===== src/rtl/fetch_pkg.sv =====
// Shared state encoding and sizing constants for the instruction fetch unit.
package fetch_pkg;

   localparam int unsigned INSTR_WIDTH = 32;
   localparam int unsigned ADDR_WIDTH  = 64;
   localparam int unsigned PC_STEP     = 4;

   typedef enum logic [2:0] {
      IDLE,
      REQ,
      WAIT,
      FULL,
      DRAIN
   } fetch_state_e;

endpackage


===== src/rtl/branch_target.sv =====
// Resolves whether a branch redirects fetch and where it goes.
module branch_target #(
   parameter int unsigned ADDR_WIDTH = fetch_pkg::ADDR_WIDTH
) (
   input  logic                  branch_flag,
   input  logic                  uncond_branch_flag,
   input  logic                  zero_flag,
   input  logic [ADDR_WIDTH-1:0] branch_pc,
   input  logic [ADDR_WIDTH-1:0] branch_offset,
   output logic                  taken,
   output logic [ADDR_WIDTH-1:0] target
);

   always_comb begin
      taken  = uncond_branch_flag | (branch_flag & zero_flag);
      // Offset counts words; the sum wraps naturally at ADDR_WIDTH bits.
      target = branch_pc + (branch_offset << 2);
   end

endmodule


===== src/rtl/instruction_fetch.sv =====
// Single-outstanding-request fetch unit feeding decode through a valid/ready slot,
// with branch redirects that drain any in-flight instruction-cache response.
module instruction_fetch #(
   parameter int unsigned           ADDR_WIDTH = fetch_pkg::ADDR_WIDTH,
   parameter logic [ADDR_WIDTH-1:0] RESET_PC   = '0
) (
   input  logic                             clock,
   input  logic                             resetN,
   output logic                             imemReq,
   output logic [ADDR_WIDTH-1:0]            imemAddr,
   input  logic                             imemValid,
   input  logic [fetch_pkg::INSTR_WIDTH-1:0] imemData,
   output logic [fetch_pkg::INSTR_WIDTH-1:0] instruction,
   output logic [ADDR_WIDTH-1:0]            instrPC,
   output logic                             instrValid,
   input  logic                             instrReady,
   input  logic                             branchFlag,
   input  logic                             unconditionalBranchFlag,
   input  logic                             zeroFlag,
   input  logic [ADDR_WIDTH-1:0]            branchPC,
   input  logic [ADDR_WIDTH-1:0]            branchOffset
);

   import fetch_pkg::*;

   fetch_state_e             state_q, state_d;
   logic [ADDR_WIDTH-1:0]    pc_q, pc_d;
   logic [INSTR_WIDTH-1:0]   instr_q, instr_d;
   logic [ADDR_WIDTH-1:0]    instr_pc_q, instr_pc_d;
   logic                     instr_valid_q, instr_valid_d;
   logic                     redirect;
   logic [ADDR_WIDTH-1:0]    target;

   branch_target #(
      .ADDR_WIDTH(ADDR_WIDTH)
   ) u_branch_target (
      .branch_flag       (branchFlag),
      .uncond_branch_flag(unconditionalBranchFlag),
      .zero_flag         (zeroFlag),
      .branch_pc         (branchPC),
      .branch_offset     (branchOffset),
      .taken             (redirect),
      .target            (target)
   );

   always_ff @(posedge clock or negedge resetN) begin
      if (!resetN) begin
         state_q       <= IDLE;
         pc_q          <= RESET_PC;
         instr_q       <= '0;
         instr_pc_q    <= '0;
         instr_valid_q <= 1'b0;
      end else begin
         state_q       <= state_d;
         pc_q          <= pc_d;
         instr_q       <= instr_d;
         instr_pc_q    <= instr_pc_d;
         instr_valid_q <= instr_valid_d;
      end
   end

   always_comb begin
      state_d       = state_q;
      pc_d          = pc_q;
      instr_d       = instr_q;
      instr_pc_d    = instr_pc_q;
      instr_valid_d = instr_valid_q;
      unique case (state_q)
         IDLE: begin
            state_d = REQ;
            if (redirect) pc_d = target;
         end
         REQ: begin
            if (redirect) begin
               pc_d    = target;
               state_d = DRAIN;
            end else begin
               state_d = WAIT;
            end
         end
         WAIT: begin
            // A response landing with the redirect is already the one to drop.
            if (redirect) begin
               pc_d    = target;
               state_d = imemValid ? REQ : DRAIN;
            end else if (imemValid) begin
               instr_d       = imemData;
               instr_pc_d    = pc_q;
               instr_valid_d = 1'b1;
               pc_d          = pc_q + ADDR_WIDTH'(PC_STEP);
               state_d       = FULL;
            end
         end
         FULL: begin
            if (redirect) begin
               pc_d          = target;
               instr_valid_d = 1'b0;
               state_d       = REQ;
            end else if (instrReady) begin
               instr_valid_d = 1'b0;
               state_d       = REQ;
            end
         end
         DRAIN: begin
            if (redirect) pc_d = target;
            if (imemValid) state_d = REQ;
         end
         default: begin
            state_d       = IDLE;
            instr_valid_d = 1'b0;
         end
      endcase
   end

   always_comb begin
      imemReq     = (state_q == REQ);
      imemAddr    = (state_q == REQ) ? pc_q : '0;
      instruction = instr_q;
      instrPC     = instr_pc_q;
      instrValid  = instr_valid_q;
   end

endmodule


===== config.mk =====
export PLATFORM = sky130hd
export DESIGN_NAME = instruction_fetch
export DESIGN_NICKNAME = d
export VERILOG_FILES = /design/src/rtl/fetch_pkg.sv /design/src/rtl/branch_target.sv /design/src/rtl/instruction_fetch.sv
export SDC_FILE = /design/constraint.sdc
export NUM_CORES = 1
export LEC_CHECK = 0
export BUFFER_PORTS_ARGS = -buffer_cell sky130_fd_sc_hd__buf_2
export CELL_PAD_IN_SITES_DETAIL_PLACEMENT = 1
export CELL_PAD_IN_SITES_GLOBAL_PLACEMENT = 1
export CORE_MARGIN = 1.5
export CORE_UTILIZATION = 38
export CTS_CLUSTER_DIAMETER = 40
export DETAILED_ROUTE_END_ITERATION = 12
export GPL_TIMING_DRIVEN = 0
export PLACE_DENSITY = 0.8
export REMOVE_ABC_BUFFERS = 1
export SLEW_MARGIN = 20
export SYNTH_ARGS = -nofsm -noshare
export SYNTH_HDL_FRONTEND = slang
export SYNTH_SLANG_ARGS = --single-unit

===== constraint.sdc =====
create_clock -name clock -period 2.8 [get_ports clock]
set_input_delay 0.28 -clock clock [delete_from_list [all_inputs] [get_ports clock]]
set_output_delay 0.28 -clock clock [all_outputs]
set_load 0.05 [all_outputs]

* Word-level counts from Yosys, hierarchy flattened
Index checks and enable logic that the tools add are counted.
Widths: inputs -> output; s select.
** Cells by class
- Reductions and logical operators :: 8
- $add $sub $neg :: 2
- Equal/unequal tests :: 10
- Bitwise gates (word level) :: 4
- Mux-type cells :: 18
** Operators with widths (count)
- $mux 64 :: 4
- $pmux 64 s2 :: 1
- $add 64x3->64 const B :: 1
- $add 64x64->64 :: 1
- $mux 3 :: 7
- $pmux 3 s5 :: 1
- $reduce_and 3->1 :: 3
- $eq 3x2->1 const B :: 2
- $ne 2x2->1 const B :: 3
- $ne 3x3->1 const B :: 2
- $mux 1 :: 4
- $reduce_and 4->1 :: 1
- $reduce_or 4->1 :: 1
- $eq 3x1->1 const B :: 1
- $eq 3x3->1 const B :: 1
- $logic_not 3->1 :: 1
- $pmux 1 s3 :: 1
- $reduce_or 3->1 :: 1
- $ne 2x1->1 const B :: 1
- $not 1->1 :: 2
- $reduce_bool 2->1 :: 1
- $and 1x1->1 :: 1
- $or 1x1->1 :: 1
** Storage, ports and cells
- Logic and storage cells :: 47
- Output and inout port bits :: 162
- Bits in registers :: 164
- Input bits :: 167

* Longest topological paths before layout
Gate-level depths: netlist (run 1).
- Word-level depth :: 4
- Mapped depth :: 12
- Depth with buffers taken out :: 12

* Cells and area by module
A second synthesis (run 1) with hierarchy kept.
** Second synthesis, totals
- Cells, all modules :: 1620
- Area, all modules :: 12517.0 sq um
** By module, submodules not included
- instruction_fetch :: instances 1, area an instance 8752.1 sq um, cells an instance 1086, sequential area each 4103.9 sq um
- branch_target :: instances 1, area an instance 3764.9 sq um, cells an instance 534, sequential area each 0.0 sq um

* Least setup slack after synthesis (run 1)
Ideal clock, no wire load.
- Path kind :: input-to-reg
- Start :: input port branchPC[2]
- End :: register pc_q[40]
- Slack :: -0.062 ns
- Arrival :: 2.724 ns
- Cell stages on the path :: 12
- Buffers on the path :: 0
- Data required time :: 2.662 ns
- Setup time :: 0.138 ns
- Cells stage by stage :: ha_1 -> fa_1 -> a21o_1 -> a21oi_2 -> o21ai_1 -> a221o_1 -> a31oi_1 -> o21ai_1 -> a21o_1 -> a31oi_1 -> xor2_1 -> a21oi_1
** Between the ends
- Longest elaborated chain between the ends :: 3
- Elaborated cells between the ends (all ways) :: 4
- Those cells by class :: 1 x add/sub; 3 x mux
** Ends and longest elaborated chain
- from (decl) :: line instruction_fetch.sv:20 : input logic [ADDR_WIDTH-1:0] branchPC,
- $add 64x64->64 * :: line branch_target.sv:17 : target = branch_pc + (branch_offset << 2);
- $mux 64 (on tied branches)
- $pmux 64 s2 * :: line instruction_fetch.sv:68 : unique case (state_q)
- to (signal assigned) :: line instruction_fetch.sv:55 : pc_q <= pc_d;
- to (decl) :: line instruction_fetch.sv:27 : logic [ADDR_WIDTH-1:0] pc_q, pc_d;
Mark *: on every way between the ends. The rest lies on a longest branch, timed or not. The select of a mux whose other input is x is not followed.
A chain may end at the register's enable or synchronous reset.

* Worst setup path in the final report (run 1)
- Start :: input port branchPC[10]
- End :: register pc_q[55]
The elaborated chain is that of the path after synthesis.

==> impl_metrics.prom, run 1 <==
# TYPE chip_impl_metric gauge
chip_impl_metric{name="ir_worst_vdd",unit="V"} 0.000541
chip_impl_metric{name="max_cap_viol_count",unit=""} 0
chip_impl_metric{name="die-height",unit="um"} 180
chip_impl_metric{name="hold_violations_final",unit=""} 0
chip_impl_metric{name="place.gp.congestion",unit=""} 0.847
chip_impl_info{name="timing.critical_path.max_delay_family",value="compound AO/OA/AOI/OAI gates"} 1
chip_impl_metric{name="synthesized_instance_count",unit=""} 1560
chip_impl_metric{name="final_core_utilization",unit="%"} 49.0
chip_impl_info{name="criticalPathCategory",value="input port to register"} 1
chip_impl_info{name="highest-signal-layer",value="met4"} 1
chip_impl_metric{name="post-route-min-period",unit="ns"} 2.75
chip_impl_metric{name="met3WireLength",unit="um"} 2080
chip_impl_metric{name="drt_wl_total",unit="um"} 44400
chip_impl_metric{name="wl_per_cell",unit="um"} 19.8
chip_impl_info{name="most_common_cell_after_layout_fill_and_taps_aside",value="nand2_1"} 1
chip_impl_metric{name="drive_gt1_share",unit="%"} 25.8
chip_impl_metric{name="critical-path-max-stage-delay",unit="ns"} 0.37
chip_impl_metric{name="asyncSetResetFlopFracSynth",unit="%"} 100
chip_impl_metric{name="place.detailed.hpwl",unit="um"} 32600
chip_impl_metric{name="cts-htree-levels",unit=""} 4
chip_impl_metric{name="crit_required",unit="ns"} 3.11
chip_impl_metric{name="number_of_enable_flip_flop_cells_after_synthesis",unit=""} 0
chip_impl_metric{name="grt_pass1_vias",unit=""} 12900
chip_impl_metric{name="syn2layout_area_growth",unit="%"} 26.5
chip_impl_metric{name="antennaDiodeCount",unit=""} 0
chip_impl_metric{name="setup_slack",unit="ns"} 0.0462
chip_impl_metric{name="stdcell_area",unit="um2"} 15000
chip_impl_metric{name="global_route.overflow_total",unit=""} 0
chip_impl_info{name="outcome",value="complete, no violations"} 1
chip_impl_metric{name="syn_area",unit="um2"} 11900
chip_impl_metric{name="num_io_pins",unit=""} 329
chip_impl_metric{name="cell_area_after_placement",unit="um2"} 14000
chip_impl_metric{name="clock_sinks",unit=""} 164
chip_impl_metric{name="timing.final.setup_violations",unit=""} 0
chip_impl_info{name="ys.flop_type",value="dfrtp_1"} 1
chip_impl_metric{name="initial_drc_count",unit=""} 726
chip_impl_info{name="critical_path.most_common_cell",value="a21oi_1"} 1
chip_impl_metric{name="critical_path_arrival",unit="ns"} 3.06
chip_impl_metric{name="portbufs",unit=""} 326
chip_impl_metric{name="max_freq",unit="GHz"} 0.363
chip_impl_metric{name="initial_utilization",unit="%"} 38.7
chip_impl_metric{name="detailedRoute.firstPassIterationCount",unit=""} 5
chip_impl_metric{name="max_slew.worst_pin.slew",unit="ns"} 0.701
chip_impl_metric{name="cts_made_buffers",unit=""} 17
chip_impl_info{name="min_path_type",value="input port to register"} 1
chip_impl_metric{name="global_route.usage.total",unit="%"} 26.9
chip_impl_info{name="worst_setup_path_start_kind",value="input port"} 1
chip_impl_info{name="mostFrequentLayoutCells",value="nand2_1 (368), buf_2 (325), dfrtp_1 (158)"} 1
chip_impl_info{name="worst_r2r_startpoint",value="pc_q[3]"} 1
chip_impl_metric{name="route.detailed.vias_per_inst",unit=""} 5.71
chip_impl_metric{name="cts_max_path_buffers",unit=""} 2
chip_impl_metric{name="worst_skew_pair.late_latency",unit="ns"} 0.45
chip_impl_metric{name="post_route_setup_tns",unit="ns"} 0
chip_impl_metric{name="placeableCoreArea",unit="um2"} 30700
chip_impl_info{name="timing.critical_path.cells",value="buf_2 -> ha_1 -> and3_1 -> a31oi_1 -> a21oi_1 -> a211o_1 -> a221oi_2 -> o21a_2 -> o21ai_4 -> a21oi_1 -> xor2_1 -> o21ai_1"} 1
chip_impl_metric{name="netlist-cell-type-count",unit=""} 74
chip_impl_metric{name="die_width",unit="um"} 180
chip_impl_metric{name="grt_pass1_wl",unit="um"} 70800
chip_impl_metric{name="worstPathBufferInverterCount",unit=""} 1
chip_impl_metric{name="drt_drc_violations_left",unit=""} 0
chip_impl_metric{name="detailroute.via_count",unit=""} 12800
chip_impl_metric{name="yosysWarningCount",unit=""} 0
chip_impl_metric{name="setup.reg_to_reg.worst_slack",unit="ns"} 0.11
chip_impl_metric{name="wl_met1",unit="um"} 20700
chip_impl_metric{name="finClkSkew",unit="ns"} 0.0170
chip_impl_metric{name="worst_setup_hold_path_clk_slew",unit="ns"} 0.07
chip_impl_metric{name="met2RoutedLength",unit="um"} 20500
chip_impl_metric{name="cp_max_fo",unit=""} 6
chip_impl_metric{name="dp_cells",unit=""} 2188
chip_impl_metric{name="synth-seq-cells",unit=""} 164
chip_impl_metric{name="grt_start_max_net_pins",unit=""} 87
chip_impl_info{name="rsz0062_at_grt",value="true"} 1
chip_impl_info{name="cts_tree",value="yes"} 1
chip_impl_metric{name="finish.net_count",unit=""} 2066
chip_impl_metric{name="place_worst_setup_slack",unit="ns"} -0.938
chip_impl_metric{name="synth_sequential_area_ratio",unit="%"} 34.6
chip_impl_metric{name="layoutNonFillerInstCount",unit=""} 2245
chip_impl_metric{name="p_leak",unit="nW"} 7.64
chip_impl_info{name="critical_path.startpoint",value="branchPC[10]"} 1
chip_impl_metric{name="fin_crit_sh",unit="%"} 98.4
chip_impl_metric{name="slew-limit-headroom",unit="%"} 53.3
chip_impl_info{name="element_type_at_the_critical_path_end",value="register"} 1
chip_impl_metric{name="rows",unit=""} 64
chip_impl_metric{name="powerDensity",unit="nW/um2"} 1140
chip_impl_metric{name="number_of_pins_exceeding_their_max_slew_limit_in_the_final_report",unit=""} 0
chip_impl_metric{name="final_antenna_net_count",unit=""} 0
chip_impl_info{name="timing.hold.worst.start",value="imemData[0]"} 1
chip_impl_info{name="worst_path_max_delay_cell",value="ha_1"} 1
chip_impl_metric{name="grt_antenna_before_repair",unit=""} 1
chip_impl_metric{name="syn_avg_cell_area",unit="um2"} 7.61
chip_impl_metric{name="die_area",unit="um2"} 32300
chip_impl_info{name="clock-root-buffer",value="clkbuf_16"} 1
[path summary, 6_finish.rpt]
check | to | cells past startpoint
worst min register to register | instruction[29] | 2
worst min-delay path | instruction[0] | 3
worst max-delay path | pc_q[55] | 12
max in group asynchronous | instruction[11] | 3
worst max register to register | pc_q[60] | 11
min in group asynchronous | pc_q[16] | 2
[power breakdown]
part	total (mW)	leakage (nW)	switching, mW	internal, mW
logic	10.1	5.36	7.36	2.76
clock network	2.32	0.277	1.06	1.26
registers	4.77	2.00	1.27	3.50
total	17.2	7.64	9.69	7.51
[kinds of logic after synthesis]
family | after synthesis | share of synthesized area, %
simple gates | 710 | 27.5
compound gates | 429 | 22.4
flops | 164 | 34.6
buf+inv | 137 | 4.64
fa+ha+maj | 63 | 6.70
xor+xnor | 53 | 3.91
mux | 4 | 0.348
[worst register-to-register path, cell delays in order (launching register included)]
cell	delay, ns
dfrtp_1	0.42
ha_1	0.23
and3_1	0.22
and3_2	0.28
and3_4	0.26
nand3_1	0.16
nor2_4	0.18
and2_4	0.22
nand3_1	0.09
a21oi_1	0.15
o21ai_1	0.10
a2111oi_2	0.28
[registers in the layout (all words and copies together), names as in the netlist]
register,cells
state_q,3
pc_q,64
instruction,32
instrValid,1
instrPC,64
[final cells by class]
cell class | count | area [um2]
fillers | 3811 | 15600
multi-input cells | 1260 | 7560
well taps | 396 | 495
repair inverters | 1 | 5.00
repair buffers | 364 | 2180
clock inverters | 14 | 130
flip-flops and latches | 164 | 4110
inverters | 28 | 110
clock buffers | 18 | 439
[cells in the mapped netlist (all sizes together) (5+ instances only)]
cell	instances	share of area, %
and2	10	0.53
nor3	34	1.5
a21o	41	2.6
nand3	40	1.7
nand2	373	12
a221oi	10	0.84
xor2	20	1.5
a21oi	152	6.5
ha	62	6.5
a211oi	7	0.63
and3	90	4.8
clkbuf	87	2.8
a32oi	7	0.52
o221ai	5	0.37
a22o	5	0.37
nor2b	9	0.47
nand2b	7	0.37
a31oi	23	1.2
nor2	86	2.8
nand4	37	2.0
inv	27	0.85
nor4	9	0.58
o31ai	6	0.38
o21bai	13	0.82
o22ai	13	0.68
buf	22	0.99
xnor2	33	2.4
o21ai	110	4.7
dfrtp	164	35
o211ai	6	0.38
or3	6	0.32
[layer usage]
layer	global-route usage, %	vias to the layer above
met5	0	-
met4	8.97	0
met3	3.85	69
met2	43.4	358
met1	36.9	6314
li1	-	6080
[through the flow]
step / hold WS, ns / total power, mW
2_1_floorplan: -0.0156 / 11.3
3_3_place_gp: 0.452 / 14.0
3_5_place_dp: 0.354 / 14.6
4_1_cts: 0.0102 / 17.1
5_1_grt: 0.0236 / 18.1
6_report: 0.0279 / 17.2
[repair_timing]
| action | in CTS | in global routing |
|---|---|---|
| cloned | 2 | 0 |
| endpoints found under the hold margin | 85 | 0 |
| setup endpoints to repair | 134 | 29 |
| pin swaps | 14 | 13 |
| hold buffers | 1 | 0 |
| setup buffers | 15 | 7 |
| gates resized for setup | 20 | 43 |
No activity file was read; power rests on OpenSTA's default activity.
==> run 2, diff against run 1 <==
- RECOVER_POWER: default -> 100
==> run 2 against run 1 <==
  * The run now ends with capacitance limit, slew limit left
  * Non-clock buffer count unchanged
  * Utilization is 0.59 points lower
  * Maximum frequency is 0.58% lower
  * Clock-buffer cell count stayed put
  * Register-to-register slack lost 0.06 ns
  * Via count increased by 0.41%
  * Sequential cell count stayed put
  * Sequential share of layout area increased by 0.33 points
  * Clock skew fell by 0.0064 ns
  * First-iteration DRC count decreased by 4.8%
  * Die area unchanged
  * Final cell count did not move
  * Critical endpoint is now pc_q[58]
  * Largest cell class unchanged
  * Highest routed layer unchanged
==> impl_metrics.prom, run 2 (same netlist as run 1, synthesis figures left out) <==
# TYPE chip_impl_metric gauge
chip_impl_metric{name="finClkSkew",unit="ns"} 0.0105
chip_impl_info{name="worst_r2r_startpoint",value="state_q[2]"} 1
chip_impl_metric{name="num_io_pins",unit=""} 329
chip_impl_metric{name="p_leak",unit="nW"} 7.26
chip_impl_metric{name="drt_drc_violations_left",unit=""} 0
chip_impl_metric{name="detailedRoute.firstPassIterationCount",unit=""} 5
chip_impl_metric{name="setup.reg_to_reg.worst_slack",unit="ns"} 0.05
chip_impl_metric{name="grt_start_max_net_pins",unit=""} 87
chip_impl_metric{name="dp_cells",unit=""} 2188
chip_impl_metric{name="detailroute.via_count",unit=""} 12900
chip_impl_metric{name="global_route.overflow_total",unit=""} 0
chip_impl_metric{name="antennaDiodeCount",unit=""} 0
chip_impl_info{name="rsz0062_at_grt",value="true"} 1
chip_impl_metric{name="placeableCoreArea",unit="um2"} 30700
chip_impl_metric{name="cts_made_buffers",unit=""} 17
chip_impl_metric{name="wl_per_cell",unit="um"} 19.9
chip_impl_metric{name="syn2layout_area_growth",unit="%"} 25.0
chip_impl_info{name="most_common_cell_after_layout_fill_and_taps_aside",value="nand2_1"} 1
chip_impl_metric{name="die_area",unit="um2"} 32300
chip_impl_metric{name="max_freq",unit="GHz"} 0.361
chip_impl_info{name="worst_setup_path_start_kind",value="input port"} 1
chip_impl_metric{name="grt_antenna_before_repair",unit=""} 1
chip_impl_info{name="clock-root-buffer",value="clkbuf_16"} 1
chip_impl_metric{name="rows",unit=""} 64
chip_impl_info{name="outcome",value="finished with violations"} 1
chip_impl_metric{name="die_width",unit="um"} 180
chip_impl_metric{name="route.detailed.vias_per_inst",unit=""} 5.73
chip_impl_metric{name="worst_r2r_path_depth",unit=""} 13
chip_impl_metric{name="layoutNonFillerInstCount",unit=""} 2245
chip_impl_metric{name="grt_pass1_vias",unit=""} 12900
chip_impl_metric{name="place.detailed.hpwl",unit="um"} 32600
chip_impl_metric{name="max_cap_viol_count",unit=""} 1
chip_impl_metric{name="die-height",unit="um"} 180
chip_impl_metric{name="max_slew.worst_pin.slew",unit="ns"} 2.05
chip_impl_info{name="worst_r2r_endpoint",value="pc_q[59]"} 1
chip_impl_metric{name="cp_max_fo",unit=""} 4
chip_impl_metric{name="finish.net_count",unit=""} 2066
chip_impl_metric{name="cts_max_path_buffers",unit=""} 2
chip_impl_metric{name="clock_sinks",unit=""} 164
chip_impl_metric{name="post_route_setup_tns",unit="ns"} 0
chip_impl_metric{name="stdcell_area",unit="um2"} 14800
chip_impl_metric{name="number_of_pins_exceeding_their_max_slew_limit_in_the_final_report",unit=""} 86
chip_impl_info{name="mostFrequentLayoutCells",value="nand2_1 (369), buf_2 (217), dfrtp_1 (158)"} 1
chip_impl_metric{name="final_antenna_net_count",unit=""} 0
chip_impl_metric{name="final_core_utilization",unit="%"} 48.4
chip_impl_metric{name="initial_drc_count",unit=""} 691
chip_impl_metric{name="drt_wl_total",unit="um"} 44600
chip_impl_metric{name="post-route-min-period",unit="ns"} 2.77
chip_impl_metric{name="powerDensity",unit="nW/um2"} 1150
chip_impl_metric{name="timing.final.setup_violations",unit=""} 0
chip_impl_info{name="worst_path_max_delay_cell",value="a221o_1"} 1
chip_impl_metric{name="global_route.usage.total",unit="%"} 26.9
chip_impl_info{name="min_path_type",value="input port to register"} 1
chip_impl_metric{name="critical_path_arrival",unit="ns"} 3.09
chip_impl_metric{name="initial_utilization",unit="%"} 38.7
chip_impl_metric{name="hold_violations_final",unit=""} 0
chip_impl_metric{name="critical-path-max-stage-delay",unit="ns"} 0.48
chip_impl_metric{name="slew-limit-headroom",unit="%"} -36.5
chip_impl_metric{name="setup_slack",unit="ns"} 0.0300
chip_impl_metric{name="min_delay_path_depth",unit=""} 3
chip_impl_metric{name="cts-htree-levels",unit=""} 4
chip_impl_info{name="criticalPathCategory",value="input port to register"} 1
chip_impl_metric{name="portbufs",unit=""} 326
chip_impl_info{name="failed_checks",value="capacitance limit, slew limit"} 1
chip_impl_metric{name="hold_slack",unit="ns"} 0.0251
chip_impl_metric{name="worst_skew_pair.late_latency",unit="ns"} 0.44
chip_impl_info{name="element_type_at_the_critical_path_end",value="register"} 1
chip_impl_metric{name="cell_area_after_placement",unit="um2"} 14000
chip_impl_info{name="timing.critical_path.cells",value="buf_2 -> ha_1 -> fa_2 -> a21o_1 -> a21oi_4 -> o21ai_2 -> a221o_1 -> a21oi_4 -> o22ai_4 -> a31oi_4 -> buf_4 -> xnor2_1 -> o221a_2"} 1
chip_impl_metric{name="place_worst_setup_slack",unit="ns"} -0.938
chip_impl_metric{name="fin_crit_sh",unit="%"} 98.9
chip_impl_metric{name="ir_worst_vdd",unit="V"} 0.000517
chip_impl_metric{name="worst_setup_hold_path_clk_slew",unit="ns"} 0.07
chip_impl_metric{name="crit_required",unit="ns"} 3.12
chip_impl_metric{name="post_layout_total_power",unit="mW"} 17.0
chip_impl_info{name="critical_path.most_common_cell",value="a21oi_4"} 1
chip_impl_metric{name="grt_pass1_wl",unit="um"} 70800
chip_impl_info{name="hold_end",value="instruction[6]"} 1
chip_impl_metric{name="place.gp.congestion",unit=""} 0.847
chip_impl_metric{name="drive_gt1_share",unit="%"} 20.0
chip_impl_info{name="cts_tree",value="yes"} 1
chip_impl_info{name="timing.hold.worst.start",value="imemData[6]"} 1
-- run 2: cell count changes in the layout (fill, tap and decap cells not counted), moves of 2 or more --
| cell | previous run | this run |
|---|---|---|
| buf_4 | 22 | 20 |
| clkbuf_2 | 0 | 7 |
| buf_2 | 325 | 217 |
| clkbuf_1 | 0 | 104 |
-- run 2: worst max-delay path by stage --
| stage | cells after the start | from | endpoint |
|---|---|---|---|
| after floorplan | 8 | state_q[2] | pc_q[60] |
| after global placement | 8 | state_q[2] | pc_q[60] |
| after detailed placement | 9 | state_q[2] | pc_q[60] |
| after CTS | 13 | branchPC[2] | pc_q[56] |
| after global routing | 12 | branchPC[9] | pc_q[55] |
| final | 13 | branchPC[2] | pc_q[58] |
-- run 2: critical path: cells and delay by family --
kind	cells	cell delay [ns]
buf+inv	2	0.24
compound gates	8	1.90
xor+xnor	1	0.10
fa+ha+maj	2	0.56
-- run 2: routing by layer --
metal	vias up	wire length (um)	track usage, %
met5	-	0	0
met4	0	1030	8.97
met3	65	2280	3.85
met2	380	20700	43.4
met1	6340	20600	36.9
li1	6088	-	-
-- run 2: layout make-up --
type                            count  area [um2]
Fill cell                        3834       15800
Multi-Input combinational cell   1260        7530
Sequential cell                   164        4110
Timing Repair Buffer              364        2020
Tap cell                          396         495
Clock buffer                       18         439
Clock inverter                     14         130
Inverter                           28         110
Timing Repair inverter              1        5.00
-- run 2: timing repair --
item                       4_1_cts  5_1_grt
hold buffers                     1        0
cloned                           2        0
pin swaps                       14       13
setup endpoints to repair      134       29
buffers inserted                15        7
hold endpoints to repair        85        0
resized for setup               20       43
-- run 2: power breakdown --
part | total [mW] | internal [mW] | switching, mW
Clock | 2.31 | 1.26 | 1.06
Sequential | 4.78 | 3.50 | 1.28
Combinational | 9.93 | 2.55 | 7.37
Total | 17.0 | 7.31 | 9.71
==> run 3, diff against run 2 <==
- BUFFER_PORTS_ARGS: -buffer_cell sky130_fd_sc_hd__buf_2 -> default
- CORE_UTILIZATION: 38 -> 45
- DONT_BUFFER_PORTS: default -> 1
- PLACE_DENSITY: 0.8 -> 0.78
==> run 3 against run 2 <==
  * The run ends with hold timing left
  * Routed wire length up 0.22%
  * Maximum frequency up 0.46%
  * Critical path depth down 1
  * Setup slack better by 0.013 ns
  * First-iteration DRC count up 22%
  * Clock skew up 0.0052 ns
  * Non-clock buffer count down 296
  * Final cell count down 16%
  * Register-to-register slack better by 0.05 ns
  * Clock-buffer cell count unchanged
  * Via count down 6.8%
  * Sequential power up 51%
  * Critical endpoint is now pc_q[56]
  * Largest cell class unchanged
==> impl_metrics.prom, run 3 (same netlist as run 1, synthesis figures left out) <==
# TYPE chip_impl_metric gauge
chip_impl_metric{name="cts.hold.buffers_added",unit=""} 33
chip_impl_metric{name="fill_cells",unit=""} 3160
chip_impl_metric{name="place.detailed.hpwl",unit="um"} 30800
chip_impl_metric{name="cts_made_buffers",unit=""} 17
chip_impl_metric{name="final_antenna_net_count",unit=""} 0
chip_impl_metric{name="hold_violations_final",unit=""} 164
chip_impl_metric{name="global_route.overflow_total",unit=""} 0
chip_impl_info{name="element_type_at_the_critical_path_end",value="register"} 1
chip_impl_info{name="outcome",value="finished with violations"} 1
chip_impl_metric{name="global_route_met1_usage",unit="%"} 40.7
chip_impl_info{name="timing.critical_path.cells",value="ha_2 -> fa_2 -> a21o_1 -> a21oi_4 -> o21ai_4 -> a311oi_2 -> o211ai_1 -> a31oi_2 -> nand2_2 -> a221oi_2 -> xor2_1 -> a21oi_1"} 1
chip_impl_metric{name="dp_cells",unit=""} 1800
chip_impl_metric{name="placeableCoreArea",unit="um2"} 26000
chip_impl_metric{name="cp_max_fo",unit=""} 4
chip_impl_metric{name="cts_max_path_buffers",unit=""} 2
chip_impl_metric{name="global_route_met2_utilization",unit="%"} 52.2
chip_impl_metric{name="initial_utilization",unit="%"} 45.7
chip_impl_metric{name="grt_pass1_vias",unit=""} 12000
chip_impl_info{name="rsz0062_at_grt",value="true"} 1
chip_impl_metric{name="detailroute.via_count",unit=""} 12000
chip_impl_metric{name="clock_sinks",unit=""} 164
chip_impl_metric{name="place.gp.congestion",unit=""} 0.903
chip_impl_metric{name="initial_drc_count",unit=""} 841
chip_impl_metric{name="worst_r2r_path_depth",unit=""} 10
chip_impl_metric{name="die-height",unit="um"} 165
chip_impl_info{name="worst_setup_path_start_kind",value="input port"} 1
chip_impl_metric{name="drive_gt1_share",unit="%"} 9.08
chip_impl_info{name="min_path_type",value="input port to asynchronous set/reset pin"} 1
chip_impl_metric{name="ir_worst_vdd",unit="V"} 0.000631
chip_impl_metric{name="finClkSkew",unit="ns"} 0.0158
chip_impl_metric{name="multi_input_comb_area",unit="um2"} 7510
chip_impl_metric{name="rows",unit=""} 59
chip_impl_info{name="clock-root-buffer",value="clkbuf_16"} 1
chip_impl_metric{name="max_freq",unit="GHz"} 0.363
chip_impl_metric{name="critical-path-max-stage-delay",unit="ns"} 0.38
chip_impl_info{name="cts_tree",value="yes"} 1
chip_impl_metric{name="powerDensity",unit="nW/um2"} 1200
chip_impl_metric{name="post-route-min-period",unit="ns"} 2.76
chip_impl_metric{name="hold_slack",unit="ns"} -0.470
chip_impl_metric{name="crit_required",unit="ns"} 3.10
chip_impl_metric{name="route.detailed.vias_per_inst",unit=""} 6.35
chip_impl_metric{name="syn2layout_area_growth",unit="%"} 14.7
chip_impl_metric{name="worst_skew_pair.late_latency",unit="ns"} 0.43
chip_impl_metric{name="drt_wl_total",unit="um"} 44700
chip_impl_metric{name="timing.final.setup_violations",unit=""} 0
chip_impl_metric{name="wl_per_cell",unit="um"} 23.7
chip_impl_info{name="most_common_cell_after_layout_fill_and_taps_aside",value="nand2_1"} 1
chip_impl_metric{name="num_io_pins",unit=""} 329
chip_impl_metric{name="die_area",unit="um2"} 27400
chip_impl_metric{name="portbufs",unit=""} 0
chip_impl_metric{name="worst_setup_hold_path_clk_slew",unit="ns"} 0.08
chip_impl_info{name="failed_checks",value="hold timing"} 1
chip_impl_metric{name="p_leak",unit="nW"} 6.33
chip_impl_metric{name="global_route.usage.total",unit="%"} 31.0
chip_impl_metric{name="drt_drc_violations_left",unit=""} 0
chip_impl_metric{name="post_route_setup_tns",unit="ns"} 0
chip_impl_metric{name="max_slew.worst_pin.slew",unit="ns"} 0.697
chip_impl_info{name="worst_path_max_delay_cell",value="fa_2"} 1
chip_impl_metric{name="cts-htree-levels",unit=""} 4
chip_impl_metric{name="max_cap_viol_count",unit=""} 0
chip_impl_metric{name="fin_crit_sh",unit="%"} 98.5
chip_impl_metric{name="finish.net_count",unit=""} 1770
chip_impl_info{name="worst_r2r_endpoint",value="pc_q[61]"} 1
chip_impl_metric{name="final_core_utilization",unit="%"} 52.4
chip_impl_metric{name="grt_start_max_net_pins",unit=""} 165
chip_impl_metric{name="number_of_pins_exceeding_their_max_slew_limit_in_the_final_report",unit=""} 0
chip_impl_metric{name="detailedRoute.firstPassIterationCount",unit=""} 5
chip_impl_metric{name="critical_path_arrival",unit="ns"} 3.06
chip_impl_info{name="criticalPathCategory",value="input port to register"} 1
chip_impl_metric{name="grt_antenna_before_repair",unit=""} 0
chip_impl_info{name="worst_r2r_startpoint",value="pc_q[12]"} 1
chip_impl_metric{name="slew-limit-headroom",unit="%"} 53.5
chip_impl_metric{name="place_worst_setup_slack",unit="ns"} -0.930
chip_impl_metric{name="grt_pass1_wl",unit="um"} 65700
chip_impl_metric{name="layoutNonFillerInstCount",unit=""} 1889
chip_impl_metric{name="setup.reg_to_reg.worst_slack",unit="ns"} 0.10
chip_impl_metric{name="setup_slack",unit="ns"} 0.0427
chip_impl_metric{name="die_width",unit="um"} 165
chip_impl_info{name="mostFrequentLayoutCells",value="nand2_1 (368), dfrtp_1 (156), a21oi_1 (147)"} 1
chip_impl_info{name="globalRoute.busiestLayer",value="met2"} 1
chip_impl_metric{name="register_area",unit="um2"} 4110
chip_impl_metric{name="grt.met3_usage",unit="%"} 5.07
==> run 3: final cells by class <==
cell class                      instances  area share [%]
Clock buffer                           18            3.23
Multi-Input combinational cell       1260            55.2
Sequential cell                       164            30.2
Inverter                               28           0.827
Timing Repair Buffer                   68            6.53
Clock inverter                         14           0.873
Tap cell                              335            3.08
Timing Repair inverter                  1          0.0368
Antenna cell                            1          0.0184
==> run 3: worst max path at each step <==
stage                 from  endpoint  slack (ns)
2_1_floorplan   state_q[2]  pc_q[60]       -4.00
3_3_place_gp    state_q[2]  pc_q[60]      -11.62
3_5_place_dp    state_q[2]  pc_q[60]       -0.93
4_1_cts           pc_q[11]  pc_q[61]        0.01
5_1_grt           pc_q[17]  pc_q[48]       -0.07
6_report       branchPC[2]  pc_q[56]        0.04
==> run 3: power breakdown <==
group          switching, mW  internal, mW  total, mW
logic                   4.68          2.07       6.75
clock network           1.15          1.19       2.33
registers               3.75          3.45       7.21
==> run 3: critical path: cells and delay by family <==
kind,cells,cell delay [ns]
compound gates,8,1.80
xor+xnor,1,0.25
fa+ha+maj,2,0.56
simple gates,1,0.18
==> run 3: routing by layer <==
metal	up-vias	routed length (um)
li1	5493	-
met1	5984	19200
met2	460	21500
met3	55	3110
met4	0	875
met5	-	0
==> run 3: repair_timing <==
item                                   4_1_cts  5_1_grt
pin swaps                                   12       17
setup buffers                                6       12
cloned                                       2        3
setup endpoints to repair                  152       20
resized for setup                           29       35
endpoints found under the hold margin      197      164
==> run 3: per-stage QoR <==
step	power, mW	area [um2]
after CTS	16.0	13300
final	16.3	13600
after global routing	17.1	13600
after floorplan	11.3	11400
after global placement	12.9	11800
after detailed placement	13.5	12200
